### src/rtl/dp_demod.sv
// dp_demod: AM/FM demodulator. AM rectifies, FM uses a delay-and-multiply discriminator, then an N-tap moving average.
// Defining DP_DEMOD_DC_BLOCK_EN adds a first-order DC blocker as a fourth output stage.
module dp_demod #(
    parameter int LOG2_N   = 3,
    parameter int D        = 2,
    parameter int DC_SHIFT = 8
) (
    input  logic               clk,
    input  logic               rst,
    input  logic signed [15:0] i_data,
    input  logic               val_in,
    input  logic               c_fm_am,
    output logic signed [15:0] o_data,
    output logic               val_out
);
    localparam int N  = 1 << LOG2_N;
    localparam int AW = 16 + LOG2_N;
    localparam logic [7:0] D_C      = 8'(D);
    localparam logic [7:0] N_C      = 8'(N);
    localparam logic [7:0] N_M1_C   = 8'(N - 1);
    localparam logic [7:0] ND_M1_C  = 8'(N + D - 1);
    localparam logic [7:0] CNT_MAX  = 8'hFF;
    localparam logic [LOG2_N-1:0] WP_ONE = LOG2_N'(1);

    if (LOG2_N < 1 || LOG2_N > 6 || D < 1 || D > 15 || DC_SHIFT < 1 || DC_SHIFT > 15) begin : g_param_check
        $error("dp_demod: parameter out of range");
    end

    function automatic logic signed [15:0] sat16(input logic signed [31:0] v);
        if (v > 32'sd32767) begin
            sat16 = 16'sh7FFF;
        end else if (v < 32'shFFFF_8000) begin
            sat16 = 16'sh8000;
        end else begin
            sat16 = v[15:0];
        end
    endfunction

    // ---------------- stage 1: warm-up bookkeeping and pre-processing ----------------
    logic               mode_r;
    logic [7:0]         cnt_r;
    logic signed [15:0] dly_r [D];

    logic               mc_s;
    logic [7:0]         cnt_eff_s;
    logic signed [15:0] xd_s;
    logic signed [31:0] prod_s;
    logic signed [31:0] prod_sh_s;
    logic signed [15:0] p_s;
    logic               sup_s;
    logic               ook_s;

    // a sample whose mode differs from the stored one starts a fresh warm-up at index 0
    always_comb begin
        mc_s      = val_in && (c_fm_am != mode_r);
        cnt_eff_s = mc_s ? 8'd0 : cnt_r;
        xd_s      = (cnt_eff_s >= D_C) ? dly_r[D-1] : 16'sd0;
        prod_s    = 32'(i_data) * 32'(xd_s);
        prod_sh_s = prod_s >>> 15;
        if (c_fm_am) begin
            p_s = sat16(prod_sh_s);
        end else if (i_data == 16'sh8000) begin
            p_s = 16'sh7FFF;
        end else if (i_data[15]) begin
            p_s = -i_data;
        end else begin
            p_s = i_data;
        end
        if (c_fm_am) begin
            sup_s = (cnt_eff_s < ND_M1_C);
        end else begin
            sup_s = (cnt_eff_s < N_M1_C);
        end
        ook_s = (cnt_eff_s >= N_C);
    end

    // stored mode and saturating sample counter
    always_ff @(posedge clk) begin
        if (!rst) begin
            mode_r <= 1'b0;
            cnt_r  <= 8'd0;
        end else if (val_in) begin
            mode_r <= c_fm_am;
            cnt_r  <= (cnt_eff_s == CNT_MAX) ? CNT_MAX : cnt_eff_s + 8'd1;
        end
    end

    // sample delay line; contents are never cleared, validity comes from the counter
    always_ff @(posedge clk) begin
        if (rst && val_in) begin
            dly_r[0] <= i_data;
            for (int i = 1; i < D; i++) begin
                dly_r[i] <= dly_r[i-1];
            end
        end
    end

    logic               s1_v_r;
    logic               s1_sup_r;
    logic               s1_mc_r;
    logic               s1_ook_r;
    logic signed [15:0] s1_p_r;

    // stage 1 pipeline register
    always_ff @(posedge clk) begin
        if (!rst) begin
            s1_v_r   <= 1'b0;
            s1_sup_r <= 1'b1;
            s1_mc_r  <= 1'b0;
            s1_ook_r <= 1'b0;
            s1_p_r   <= 16'sd0;
        end else begin
            s1_v_r <= val_in;
            if (val_in) begin
                s1_sup_r <= sup_s;
                s1_mc_r  <= mc_s;
                s1_ook_r <= ook_s;
                s1_p_r   <= p_s;
            end
        end
    end

    // ---------------- stage 2: moving-average accumulator ----------------
    logic signed [15:0]   pbuf_r [N];
    logic [LOG2_N-1:0]    wp_r;
    logic signed [AW-1:0] acc_r;
    logic signed [AW-1:0] acc_nxt_s;
    logic signed [15:0]   p_old_s;
    logic                 s2_v_r;
    logic                 s2_sup_r;
`ifdef DP_DEMOD_DC_BLOCK_EN
    logic                 s2_mc_r;
`endif

    // the slot about to be overwritten holds the value leaving the window once N entries exist
    always_comb begin
        p_old_s = s1_ook_r ? pbuf_r[wp_r] : 16'sd0;
        if (s1_mc_r) begin
            acc_nxt_s = AW'(s1_p_r);
        end else begin
            acc_nxt_s = acc_r + AW'(s1_p_r) - AW'(p_old_s);
        end
    end

    // accumulator, write pointer and stage 2 valid/flags
    always_ff @(posedge clk) begin
        if (!rst) begin
            wp_r     <= {LOG2_N{1'b0}};
            acc_r    <= {AW{1'b0}};
            s2_v_r   <= 1'b0;
            s2_sup_r <= 1'b1;
`ifdef DP_DEMOD_DC_BLOCK_EN
            s2_mc_r  <= 1'b0;
`endif
        end else begin
            s2_v_r <= s1_v_r;
            if (s1_v_r) begin
                wp_r     <= wp_r + WP_ONE;
                acc_r    <= acc_nxt_s;
                s2_sup_r <= s1_sup_r;
`ifdef DP_DEMOD_DC_BLOCK_EN
                s2_mc_r  <= s1_mc_r;
`endif
            end
        end
    end

    // circular window buffer, written on every valid sample
    always_ff @(posedge clk) begin
        if (rst && s1_v_r) begin
            pbuf_r[wp_r] <= s1_p_r;
        end
    end

    // ---------------- stage 3 (and optional stage 4): output ----------------
    logic signed [15:0] avg_s;

    // window mean with floor rounding
    always_comb begin
        avg_s = 16'(acc_r >>> LOG2_N);
    end

`ifdef DP_DEMOD_DC_BLOCK_EN
    localparam int DW = 16 + DC_SHIFT;

    logic                 s3_v_r;
    logic                 s3_sup_r;
    logic                 s3_mc_r;
    logic signed [15:0]   s3_avg_r;
    logic signed [DW-1:0] dc_acc_r;
    logic signed [15:0]   dc_s;
    logic signed [16:0]   diff_s;

    // stage 3 register holding the average ahead of the DC blocker
    always_ff @(posedge clk) begin
        if (!rst) begin
            s3_v_r   <= 1'b0;
            s3_sup_r <= 1'b1;
            s3_mc_r  <= 1'b0;
            s3_avg_r <= 16'sd0;
        end else begin
            s3_v_r <= s2_v_r;
            if (s2_v_r) begin
                s3_sup_r <= s2_sup_r;
                s3_mc_r  <= s2_mc_r;
                s3_avg_r <= avg_s;
            end
        end
    end

    // DC estimate and the high-passed difference
    always_comb begin
        dc_s   = 16'(dc_acc_r >>> DC_SHIFT);
        diff_s = 17'(s3_avg_r) - 17'(dc_s);
    end

    // DC blocker state and registered outputs; the new mode's first sample clears the estimate
    always_ff @(posedge clk) begin
        if (!rst) begin
            dc_acc_r <= {DW{1'b0}};
            o_data   <= 16'sd0;
            val_out  <= 1'b0;
        end else begin
            val_out <= s3_v_r && !s3_sup_r;
            if (s3_v_r && s3_mc_r) begin
                dc_acc_r <= {DW{1'b0}};
            end else if (s3_v_r && !s3_sup_r) begin
                dc_acc_r <= dc_acc_r + DW'(diff_s);
                o_data   <= sat16(32'(diff_s));
            end
        end
    end
`else
    // registered outputs; o_data holds between emitted samples
    always_ff @(posedge clk) begin
        if (!rst) begin
            o_data  <= 16'sd0;
            val_out <= 1'b0;
        end else begin
            val_out <= s2_v_r && !s2_sup_r;
            if (s2_v_r && !s2_sup_r) begin
                o_data <= avg_s;
            end
        end
    end
`endif

endmodule

### config.mk
export PLATFORM = sky130hd
export DESIGN_NAME = dp_demod
export DESIGN_NICKNAME = d
export VERILOG_FILES = /design/src/rtl/dp_demod.sv
export SDC_FILE = /design/constraint.sdc
export NUM_CORES = 1
export LEC_CHECK = 0
export BUFFER_PORTS_ARGS = -buffer_cell sky130_fd_sc_hd__clkbuf_2
export CORE_ASPECT_RATIO = 0.75
export CORE_MARGIN = 8
export CORE_UTILIZATION = 50
export DETAILED_ROUTE_END_ITERATION = 6
export PLACE_DENSITY = 0.71
export SETUP_SLACK_MARGIN = 0.02
export SLEW_MARGIN = 10
export SYNTH_ARGS = -nofsm -noshare
export SYNTH_HDL_FRONTEND = slang
export SYNTH_SLANG_ARGS = --single-unit
### constraint.sdc
create_clock -name clk -period 14.75 [get_ports clk]
set_input_delay 1.475 -clock clk [delete_from_list [all_inputs] [get_ports clk]]
set_output_delay 1.475 -clock clk [all_outputs]
set_load 0.01 [all_outputs]
# Word level (Yosys, flattened, before mapping)
# Memory sizes are Yosys's and may differ from the RTL's. A register that Yosys moved wholly into a read port is not among the register bits.
# Cells that the tools add are included.
# W data, S select, Z words.
[word_totals]
mem_count = 2
inputBits = 20
latchBits = 0
mem_bits_ro = 0
out_inout_bits = 17
wordCells = 52
regBits = 70
ramBits = 160
[classes]
muxes = 17
div_mod_pow = 0
n_addsub = 5
n_mul = 1
reduce_logical = 5
n_eq_ne = 3
shift = 0
bitwise = 0
magnitude_cmp = 6
[memory_table]
columns = ["name", "words", "width", "rd", "rd_ports_with_merged_regs", "wr", "line", "source"]
rows = [
  ["pbuf_r", 8, 16, 1, 1, 1, "124", "logic signed [15:0] pbuf_r [N];"],
  ["dly_r", 2, 16, 2, 0, 2, "42", "logic signed [15:0] dly_r [D];"],
]
[ops]
columns = ["op", "count"]
rows = [
  ["$mux W16", 7],
  ["$mul A16 B16 Y32", 1],
  ["$add A19 B16 Y19", 1],
  ["$mux W19", 1],
  ["$sub A19 B16 Y19", 1],
  ["$gt A17 B16 Y1 const B", 1],
  ["$lt A17 B16 Y1 const B", 1],
  ["$eq A16 B16 Y1 const B", 1],
  ["$mux W8", 2],
  ["$neg A16 Y16", 1],
  ["$add A8 B1 Y8 const B", 1],
  ["$eq A8 B8 Y1 const B", 1],
  ["$ge A8 B2 Y1 const B", 1],
  ["$ge A8 B4 Y1 const B", 1],
  ["$lt A8 B3 Y1 const B", 1],
  ["$lt A8 B4 Y1 const B", 1],
  ["$mux W3", 2],
  ["$mux W1", 5],
  ["$logic_and A1 B1 Y1", 4],
  ["$add A3 B1 Y3 const B", 1],
  ["$logic_not A1 Y1", 1],
  ["$ne A1 B1 Y1", 1],
]

# Depth between registers and ports, before layout
[logic_depth]
depth_word = 10
mapped_depth = 36

# Least setup slack after synthesis
# No wires, ideal clock.
[synth_path]
path_kind = "input to register"
start = "input port c_fm_am"
end = "register s1_p_r[0]"
arrival_ns = 9.167
path_slack_ns = 5.467
cell_stages = 32
cell_sequence = "buf_4 xor2_1 nand2_1 and2_1 ha_1 or3_1 clkbuf_1 and2_0 clkbuf_1 clkbuf_1 nand2_1 buf_1 nor2_1 fa_1 fa_1 fa_1 fa_1 fa_1 inv_1 fa_1 inv_1 ha_1 a21o_1 a21oi_1 o211ai_1 a31oi_1 a31oi_2 a211o_1 o22ai_2 buf_6 o21ai_1 a22o_1"
[synth_via]
elab_chain_cells = 10
word_cells_on_any_way = 11
[synth_lines]
columns = ["item", "line", "source"]
rows = [
  ["start, declared", "12", "input logic c_fm_am,"],
  ["$ne A1 B1 Y1", "55", "mc_s = val_in && (c_fm_am != mode_r);"],
  ["$logic_and A1 B1 Y1", "55", ""],
  ["$mux W8", "56", "cnt_eff_s = mc_s ? 8'd0 : cnt_r;"],
  ["$ge A8 B2 Y1", "57", "xd_s = (cnt_eff_s >= D_C) ? dly_r[D-1] : 16'sd0;"],
  ["$mux W16", "57", ""],
  ["$mul A16 B16 Y32", "58", "prod_s = 32'(i_data) * 32'(xd_s);"],
  ["$lt A17 B16 Y1", "32", "end else if (v < 32'shFFFF_8000) begin"],
  ["$mux W16", "32", ""],
  ["$mux W16", "30", "if (v > 32'sd32767) begin"],
  ["$mux W16 *", "60", "if (c_fm_am) begin"],
  ["end signal, assigned", "118", "s1_p_r <= p_s;"],
  ["end, declared", "102", "logic signed [15:0] s1_p_r;"],
]
# Mark *: on every way between the ends. The rest lies on a longest branch, timed or not.
# A chain may end at the register's enable or synchronous reset.

# Worst setup path after layout
[layout_path]
start = "input port c_fm_am"
end = "register s1_p_r[14]"
# The elaborated chain is that of the path after synthesis.

==> flow_summary.json <==
{
  "grt_max_degree": 97,
  "vias_per_cell": 5.55,
  "postSynthAreaPerCell_um2": 10.5,
  "die_w_um": 250,
  "fp.dieH_um": 192,
  "ant_nets": 0,
  "cp_slowest_stage_delay_ns": 0.62,
  "cts_setup_buffers": 0,
  "layout_setup_ws_ns": 4.39,
  "coreArea_mm2": 0.0407,
  "drt-initial-drc-count": 1032,
  "yosysUniqueCellTypes": 72,
  "ys_seq_area_share_pct": 30.5,
  "syn_area_mm2": 0.0206,
  "layout_min_cycle_time_ns": 10.36,
  "clockBufferDepth": 3,
  "numCtsBuffers": 24,
  "final_area_mm2": 0.0220,
  "finalHoldViolCount": 0,
  "async_flop_share_pct": 0,
  "rsz0062_at_grt": "false",
  "cp-end-kind": "flip-flop",
  "final_nets": 2331,
  "grt_pass1_vias": 14600,
  "synth-main-ff-cell": "edfxtp_1",
  "drt-wirelength-per-cell_um": 18.3,
  "drive_gt1_share_pct": 7.97,
  "finalSetupViolations": 0,
  "cts_resized": 0,
  "path_common_cell": "fa_1",
  "synth_nets": 2359,
  "cellLeakagePower_nw": 9.84,
  "port_buffers": 36,
  "start_util_pct": 50.5,
  "grt_pass1_wl_mm": 76.3,
  "maxSlewHeadroom_pct": 26.4,
  "synth_seq_cells": 233,
  "synth_edf_count": 160,
  "io_pins": 37,
  "holdBufCountCts": 0,
  "path_class": "input pin to flip-flop",
  "finalClockSkew_ns": 0.00970,
  "dp.final_hpwl_mm": 33.2,
  "worstMarginPinSlew_ns": 1.10,
  "diodes": 0,
  "antenna_found_initial": 1,
  "cts_tree": "built",
  "synthCells": 1956,
  "worstPathRequired_ns": 15.15,
  "grt-ovfl-total": 0,
  "fp-row-count": 64,
  "syn_to_final_growth_pct": 6.81,
  "dr.pass1.iters": 5,
  "h-tree-depth": 1,
  "post-synth-top-count-cell": "inv_1",
  "ys_warn_count": 0,
  "cap_viol_max_count": 0,
  "dp_slack_ns": 4.04,
  "wl_mm": 45.2,
  "globalplace.congestion": 0.868,
  "p_per_area_mw_per_mm2": 199,
  "worst_skew_pair.late_latency_ns": 0.51,
  "fmax_ghz": 0.0965,
  "yosys-top-cells-count": "inv_1, fa_1, nand2_1",
  "synth_top_cell_area_share_pct": 27.2,
  "final_max_slew_viol_count": 0,
  "fin_setup_tns_ns": 0,
  "crit_slowest_cell": "buf_4",
  "grt_usage_pct": 19.5,
  "worstHoldPathType": "flip-flop to flip-flop",
  "crit_buf_inv": 4,
  "dieArea_mm2": 0.0479,
  "critPathArrivalTime_ns": 10.76,
  "crit_family": "adder cells",
  "clock_sinks": 233,
  "reg2reg_slack_ns": 5.15,
  "path_max_fanout": 96,
  "irDropWorstVdd_mv": 0.176,
  "synth.area.top_cells": "fa_1, edfxtp_1, dfxtp_1, inv_1, ha_1",
  "yosysTopAreaCell": "fa_1",
  "clk_pin_slew_ns": 0.06,
  "vias": 13700,
  "fin_crit_sh_pct": 70.3,
  "root_buffer": "clkbuf_16",
  "outcome": "completed",
  "drcViolationCount": 0,
  "cp-start-kind": "input pin",
  "post_dp_cell_area_mm2": 0.0212
}
[registers in the layout, summed over array words and instances, names as in the netlist, 3 cells and up, named ones only]
name / count
acc_r: 19
o_data: 16
wp_r: 3
s1_p_r: 16
pbuf_r: 128
dly_r: 32
cnt_r: 8
[kinds of logic after synthesis]
| group | Yosys count | share of synthesized area, % |
|---|---|---|
| compound gates | 234 | 7.49 |
| xor+xnor | 56 | 2.42 |
| fa+ha+maj | 383 | 33.5 |
| buf+inv | 494 | 9.09 |
| flops | 233 | 30.5 |
| mux | 59 | 4.83 |
| simple gates | 497 | 12.2 |
[cells in the final DEF, fill, tap and decap left out, types with 9 or more instances in the layout]
cell and count:
a211oi_1 9, a21boi_0 17, a21oi_1 63, a22o_1 13, a31oi_1 9, and2_1 48, and3_1 92, buf_4 20
clkbuf_16 25, clkbuf_2 36, dfxtp_1 72, edfxtp_1 160, fa_1 279, ha_1 104, inv_1 383, mux2i_1 25
mux4_2 32, nand2_1 194, nand3_1 32, nor2_1 41, nor2b_1 29, nor3_1 14, o211ai_1 9, o21ai_0 43
o21ai_1 10, xnor2_1 30, xor2_1 25
[stage by stage]
| step | utilization [%] | hold WS [ns] | cells | power [mW] |
|---|---|---|---|---|
| after floorplan | - | 0.400 | 1956 | 3.12 |
| final | 54.0 | 0.417 | 2474 | 4.37 |
| after global routing | 54.0 | 0.420 | 2474 | 4.83 |
| after CTS | 54.0 | 0.419 | 2474 | 4.37 |
| after global placement | 52.0 | 0.401 | 2430 | 3.65 |
| after detailed placement | 52.0 | 0.405 | 2430 | 3.74 |
[final timing paths]
check	startpoint	end	cells after the start
worst max-delay path	c_fm_am	s1_p_r[14]$_SDFFE_PN0P_	29
worst min register to register	dly_r[0][12]$_DFFE_PP_	dly_r[0][28]$_DFFE_PP_	0
worst max register to register	mode_r$_SDFFE_PN0P_	s1_p_r[14]$_SDFFE_PN0P_	28
worst min-delay path	dly_r[0][12]$_DFFE_PP_	dly_r[0][28]$_DFFE_PP_	0
[power breakdown]
| group | switching (mW) | internal (mW) | leakage [nW] |
|---|---|---|---|
| Clock | 0.251 | 0.355 | 0.374 |
| Sequential | 0.0612 | 0.769 | 2.08 |
| Combinational | 1.75 | 1.18 | 7.39 |
[area by class of cell]
type                            instances  area [um^2]
Timing Repair Buffer                   56          330
Tap cell                              528          661
Clock inverter                         14          131
Inverter                              384         1440
Clock buffer                           30          664
Fill cell                            3516        18700
Sequential cell                       233         6270
Multi-Input combinational cell       1229        12500
[layer usage]
metal / GRT usage (%) / part of all wire (%) / up-vias
met4: 4.31 / 2.0 / 0
met1: 28.4 / 47 / 6977
met2: 31.3 / 46 / 391
met5: 0 / 0 / -
met3: 2.45 / 5.8 / 65
li1: - / - / 6293
Note: power is estimated with default switching activity, not from simulation.
